## src/rtl/arduino_rx_serial.sv

```systemverilog
`default_nettype none
// +---------------------------------------------------------------------------+
// | arduino_rx_serial : start + 7 data (LSB first) + even parity + stop        |
// | receiver for frames from the Arduino board.   Rev 1.0                      |
// +---------------------------------------------------------------------------+
module arduino_rx_serial #(
  parameter int CLKS_PER_BIT = 5208,
  parameter int CNT_W        = 13
) (
  input  logic       clock,
  input  logic       reset,
  input  logic       habilita,
  input  logic       rx,
  output logic [6:0] dado,
  output logic       dado_valido,
  output logic       nota_unica,
  output logic       erro_paridade,
  output logic       erro_frame,
  output logic       ocupado
);

  localparam logic [CNT_W-1:0] HALF_LAST = CNT_W'(CLKS_PER_BIT / 2 - 1);
  localparam logic [CNT_W-1:0] BIT_LAST  = CNT_W'(CLKS_PER_BIT - 1);

  typedef enum logic [2:0] {
    IDLE      = 3'd0,
    START     = 3'd1,
    DATA      = 3'd2,
    PARITY    = 3'd3,
    STOP      = 3'd4,
    WAIT_IDLE = 3'd5
  } state_t;

  state_t           state, state_n;
  logic [CNT_W-1:0] count, count_n;
  logic [2:0]       idx, idx_n;
  logic [6:0]       shift, shift_n;
  logic             par_bit, par_n;
  logic             valid_n, perr_n, ferr_n;
  logic             rx_meta, rx_s;

  always_ff @(posedge clock or posedge reset) begin
    if (reset) begin
      rx_meta       <= 1'b1;
      rx_s          <= 1'b1;
      state         <= IDLE;
      count         <= '0;
      idx           <= '0;
      shift         <= '0;
      par_bit       <= 1'b0;
      dado          <= '0;
      nota_unica    <= 1'b0;
      dado_valido   <= 1'b0;
      erro_paridade <= 1'b0;
      erro_frame    <= 1'b0;
    end else begin
      rx_meta       <= rx;
      rx_s          <= rx_meta;
      state         <= state_n;
      count         <= count_n;
      idx           <= idx_n;
      shift         <= shift_n;
      par_bit       <= par_n;
      dado_valido   <= valid_n;
      erro_paridade <= perr_n;
      erro_frame    <= ferr_n;
      if (valid_n) begin
        dado       <= shift;
        nota_unica <= ($countones(shift) == 1);
      end
    end
  end

  always_comb begin
    state_n = state;
    count_n = count;
    idx_n   = idx;
    shift_n = shift;
    par_n   = par_bit;
    valid_n = 1'b0;
    perr_n  = 1'b0;
    ferr_n  = 1'b0;
    if (!habilita) begin
      state_n = IDLE;
      count_n = '0;
    end else begin
      case (state)
        IDLE: begin
          count_n = '0;
          if (!rx_s) state_n = START;
        end
        // Mid-bit recheck rejects glitches shorter than half a bit.
        START: begin
          if (count == HALF_LAST) begin
            count_n = '0;
            idx_n   = '0;
            state_n = rx_s ? IDLE : DATA;
          end else begin
            count_n = count + CNT_W'(1);
          end
        end
        DATA: begin
          if (count == BIT_LAST) begin
            count_n      = '0;
            shift_n[idx] = rx_s;
            if (idx == 3'd6) state_n = PARITY;
            else             idx_n   = idx + 3'd1;
          end else begin
            count_n = count + CNT_W'(1);
          end
        end
        PARITY: begin
          if (count == BIT_LAST) begin
            count_n = '0;
            par_n   = rx_s;
            state_n = STOP;
          end else begin
            count_n = count + CNT_W'(1);
          end
        end
        // Leaving at mid-stop lets a back-to-back start bit be caught.
        STOP: begin
          if (count == BIT_LAST) begin
            count_n = '0;
            if (!rx_s) begin
              ferr_n  = 1'b1;
              state_n = WAIT_IDLE;
            end else begin
              state_n = IDLE;
              if (^{shift, par_bit}) perr_n  = 1'b1;
              else                   valid_n = 1'b1;
            end
          end else begin
            count_n = count + CNT_W'(1);
          end
        end
        WAIT_IDLE: begin
          count_n = '0;
          if (rx_s) state_n = IDLE;
        end
        default: begin
          state_n = IDLE;
          count_n = '0;
        end
      endcase
    end
  end

  assign ocupado = (state != IDLE);

endmodule
`default_nettype wire

```

## config.mk

```make
export PLATFORM = sky130hd
export DESIGN_NAME = arduino_rx_serial
export DESIGN_NICKNAME = d
export VERILOG_FILES = /design/src/rtl/arduino_rx_serial.sv
export SDC_FILE = /design/constraint.sdc
export NUM_CORES = 1
export LEC_CHECK = 0
export BUFFER_PORTS_ARGS = -buffer_cell sky130_fd_sc_hd__buf_2
export CAP_MARGIN = 25
export CORE_MARGIN = 1
export CORE_UTILIZATION = 45
export CTS_CLUSTER_DIAMETER = 40
export DETAILED_ROUTE_END_ITERATION = 7
export GPL_ROUTABILITY_DRIVEN = 1
export HOLD_SLACK_MARGIN = 0.02
export PLACE_DENSITY = 0.6
export SYNTH_ARGS = -nofsm -noshare
export SYNTH_HDL_FRONTEND = slang
export SYNTH_SLANG_ARGS = --single-unit
```

## constraint.sdc

```tcl
create_clock -name clock -period 5.2 [get_ports clock]
set_clock_uncertainty 0.2 [all_clocks]
set_input_delay 0.78 -clock clock [delete_from_list [all_inputs] [get_ports clock]]
set_output_delay 0.78 -clock clock [all_outputs]
set_load 0.01 [all_outputs]
```

# Word-level counts from Yosys, hierarchy flattened
# Index checks and enable logic that the tools add are counted.
dict set report op_classes {
  reduce_logical 10
  order_cmp 2
  n_eq_ne 19
  n_mux 36
  n_addsub 8
}
# operator n
set ops {}
lappend ops {{13-bit 2-to-1 mux} 3}
lappend ops {{3-bit 2-to-1 mux} 12}
lappend ops {{13-bit case mux with 2 select lines} 1}
lappend ops {{3-bit inequality test, second input constant} 7}
lappend ops {{3-bit case mux with 6 select lines} 1}
lappend ops {{1-bit 2-to-1 mux} 15}
lappend ops {{13-bit by 1-bit adder with 13-bit output, second input constant} 1}
lappend ops {{13-bit by 12-bit equality test with 1-bit output, second input constant} 1}
lappend ops {{13-bit equality test, second input constant} 1}
lappend ops {{3-bit equality test, second input constant} 3}
lappend ops {{8-bit XOR reduction} 1}
lappend ops {{7-bit bitwise mux} 1}
lappend ops {{7-bit AND reduction} 1}
lappend ops {{1-bit by 1-bit adder with 2-bit output} 3}
lappend ops {{3-bit by 2-bit equality test with 1-bit output, second input constant} 2}
lappend ops {{2-bit inequality test, second input constant} 3}
lappend ops {{3-bit case mux with 2 select lines} 1}
lappend ops {{3-bit AND reduction} 2}
lappend ops {{5-bit AND reduction} 1}
lappend ops {{3-bit by 3-bit adder with 4-bit output} 1}
lappend ops {{4-bit by 1-bit equality test with 1-bit output, second input constant} 1}
lappend ops {{3-bit by 4-bit < comparator with 1-bit output, second input constant} 1}
lappend ops {{2-bit by 1-bit adder with 3-bit output} 1}
lappend ops {{2-bit by 2-bit adder with 3-bit output} 1}
lappend ops {{other kinds (10)} 10}
dict set report word_totals {
  elab_cells 87
  input_bits 4
  out_inout_bits 12
  ff_bits 40
}

# Longest topological paths before layout
dict set report depth {
  ltp_word 6
  mapped_depth 8
  mapped_depth_nobuf 8
}

# Worst setup path after synthesis
# OpenSTA, ideal clock, no wires.
dict set report synth_path {
  path_type {register to register}
  start {register shift[0]}
  end {register nota_unica}
  path_stages_with_launch 9
  setup_ps 125
  synth_period_minus_slack_ps 2880
  path_slack_ps 2320
  n_path_buf 0
  required_ps 4875
  arrival_time_ps 2555
  cell_sequence {dfrtp_1 > inv_1 > fa_1 > fa_1 > inv_1 > fa_1 > fa_1 > nor3b_1 > mux2_2}
}
dict set report synth_via {
  elab_chain_len 6
  word_cells_on_any_way 10
  cone_classes {add/sub: 3; eq/ne: 1; mux: 5; reduce/logical: 1}
}
# item line
set synth_rtl {}
lappend synth_rtl {{from (decl)} 37} ;# logic [6:0] shift, shift_n;
lappend synth_rtl {{from (signal assigned)} 62} ;# shift <= shift_n;
lappend synth_rtl {{parallel branches: the longest is 6 deep, another holds 3-bit by 3-bit adder with 4-bit output} -}
lappend synth_rtl {{to (signal assigned)} 69} ;# nota_unica <= ($countones(shift) == 1);
lappend synth_rtl {{to (decl)} 16} ;# output logic nota_unica,
# Parallel ways; which one is timed is not known.
# A chain may end at the register's enable or synchronous reset.

# Worst setup path after layout
# Same ends and word-level chain as after synthesis.

==> out/results.ini <==
[status]
outcome=complete, no violations

[sta]
finalSetupTns_ns=0
maxSlewViolCount=0
fmax_mhz=335.3
final.min_clock_period_ns=2.982
rsz0062_at_grt=no
worst_pin_slew_ns=0.6456
maxSlewHeadroom_pct=56.64
fin_ws_ns=2.218
setup_viol=0
fin_crit_sh_pct=57.35
finalHoldViolations=0

[yosys]
syn-cell-area_mm2=0.002167
syn_area_per_cell_um2=10.89
ys_ff_latch=40
synth_most_common_cell=dfrtp_1
synthFlopType=dfrtp_1
syn_inst=199
synth_enable_flop_cells=0
synth_common_cells=dfrtp_1, nor2_1, inv_1
ys_types=46
async_flop_share_pct=100.0
synth.area.top_cells=dfrtp_1, mux2_2, xnor2_1
syn_nets=210
ys_warn_count=0
yosys.area.top_type_share_pct=43.88
synth.yosys.seq_area_share_pct=46.30
yosysTopAreaCell=dfrtp_1

[worst_setup_path]
critPathLaunchType=flip-flop
worstPathArrival_ns=2.96
critPathLaunch=shift[0]$_DFFE_PP0P_
worstSetupEndpointType=flip-flop
r2r_slack_ns=2.22
reg2regPathDepth=8
crit_path_max_fanout=3
r2r_end=nota_unica$_DFFE_PP0P_
crit_top_cell=fa_1
worstSetupEndpoint=nota_unica$_DFFE_PP0P_
timing.rr.start=shift[0]$_DFFE_PP0P_
slowest_delay_ns=0.50
worst_ep_required_time_ns=5.18
crit_chain=inv_1 -> fa_1 -> fa_1 -> inv_1 -> fa_1 -> fa_1 -> nor3b_1 -> mux2_2
criticalPathCategory=reg2reg
cpMaxStageDelayCell=fa_1

[grt]
grt_pass1_vias=1505
grt_antenna_before_repair=0
grt_use_total_pct=17.65
grt_pass1_wl_um=7058
grt_max_degree=41
overflow=0

[detailed_routing]
via_count=1471
drt_iter0_markers=87
firstDrtPassIters=4
ant_nets=0
wirelength_um=3935
wl_per_cell_um=14.79
viasPerCell=5.530
drcViolationCount=0

[floorplan]
io_pins=16
die_y_um=71.40
die_w_um=71.40
placement_rows=24
core-area_mm2=0.004504
initial_core_util_pct=48.11
dieArea_mm2=0.005097

[final_layout]
utilization_pct=53.81
antennaDiodeCount=0
fin_nets=224
nFillCells=401
area_growth_pct=11.84
final_cells=266
drive_gt1_share_pct=20.56

[placed_design]
place.gp.congestion=0.7618
dp_slack_ns=2.227
placed_cells=258
place.port_buffers=15
dp.final_hpwl_um=2825

[clocking]
cts_sinks=40
clk_latency_ns=0.29
hold_buffers=0
path_clk_slew_ns=0.07
cts_setup_buffers=0
post_cts_resized=0
cts_tree=done
cts_buffers=5
htree_levels=2
clk_path_buf_depth=2
cts_root_buf=clkbuf_8

[worst_hold_path]
hp-start=rx_meta$_DFF_PP1_
hold_path.class=reg2reg

[pwr]
ir_drop_mv=0.1804
total_power_w=0.0007575
leakage_nw=1.084
power_density_mw_per_mm2=312.5

[run]
maxCapViolations=0

-- cells in the final DEF, fill, tap and decap left out, types with 2 or more instances in the layout --
master     netlist  routed
nor4b_2          3       3
inv_1           15      15
o21ai_0         10      10
mux2i_1          5       5
ha_1             3       3
nor2_1          16      16
dfstp_2          2       2
and3_1           5       5
o211ai_1         2       2
nor4_1           2       2
fa_1             4       4
nand3_1          7       7
or4b_1           2       2
buf_2            1      15
xnor2_1         11      11
and4_1           2       2
nor4b_1          3       3
a21oi_1          2       2
clkbuf_8         0       5
or3_1            3       3
xor2_1           7       7
mux2_2          10      10
bufinv_16        0       3
dfrtp_1         38      38
nand2_1          7       7
a21boi_0         2       2
nand2b_1         5       5
nor3_1           5       5
nand4_1          3       3
-- how the worst min path moves through the flow --
stage / endpoint / slack [ns] / depth (start not counted)
4_1_cts: rx_s$_DFF_PP1_ / 0.16 / 0
3_5_place_dp: rx_s$_DFF_PP1_ / 0.15 / 0
6_report: rx_s$_DFF_PP1_ / 0.16 / 0
5_1_grt: rx_s$_DFF_PP1_ / 0.17 / 0
3_3_place_gp: rx_s$_DFF_PP1_ / 0.15 / 0
2_1_floorplan: rx_s$_DFF_PP1_ / 0.15 / 0
-- cell type report --
class / count / area, um^2 / area share (%)
timing repair buffer: 16 / 82.58 / 3.407
sequential: 40 / 1003 / 41.40
tap: 52 / 65.06 / 2.685
multi-input combinational: 135 / 1057 / 43.62
inverter: 15 / 56.30 / 2.323
clock inverter: 3 / 90.09 / 3.717
clock buffer: 5 / 68.82 / 2.839
-- power breakdown --
| part | internal, W | switching, W |
|---|---|---|
| clock | 0.000240 | 0.000108 |
| sequential | 0.000320 | 0.0000206 |
| combinational | 0.0000256 | 0.0000431 |
-- registers in the layout, summed over array words and instances (netlist names), 3 cells and up --
register,count
dado,7
shift,7
idx,3
count,13
state,3
-- critical path: cells and delay by family (launching register included) --
kind / cells / cell delay, ns
and+or+nand+nor: 1 / 0.04
buffers and inverters: 2 / 0.14
adders and majority gates: 4 / 1.86
DFF: 1 / 0.38
muxes: 1 / 0.25
-- per-layer routing --
layer / GRT usage (%) / up-vias / share of wire [%]
li1: - / 719 / -
met1: 24.29 / 716 / 49
met2: 26.67 / 30 / 46
met3: 4.641 / 6 / 4.1
met4: 7.111 / 0 / 1.1
met5: 0 / - / 0
-- per-stage QoR --
stage | cell area [um^2] | hold WS (ns)
4_1_cts | 2424 | 0.1586
5_1_grt | 2424 | 0.1671
6_report | 2424 | 0.1569
3_5_place_dp | 2265 | 0.1468
2_1_floorplan | 2167 | 0.1452
3_3_place_gp | 2265 | 0.1462
-- logic make-up (layout without fill, tap and decap cells) --
family	after synthesis	after routing	share of synthesized area, %
compound gates	20	20	6.120
xor+xnor	18	18	7.275
fa+ha+maj	7	7	5.428
buf+inv	24	39	4.907
flops	40	40	46.30
mux	16	16	8.026
simple gates	74	74	21.94
Power figures use the tool's default switching activity.
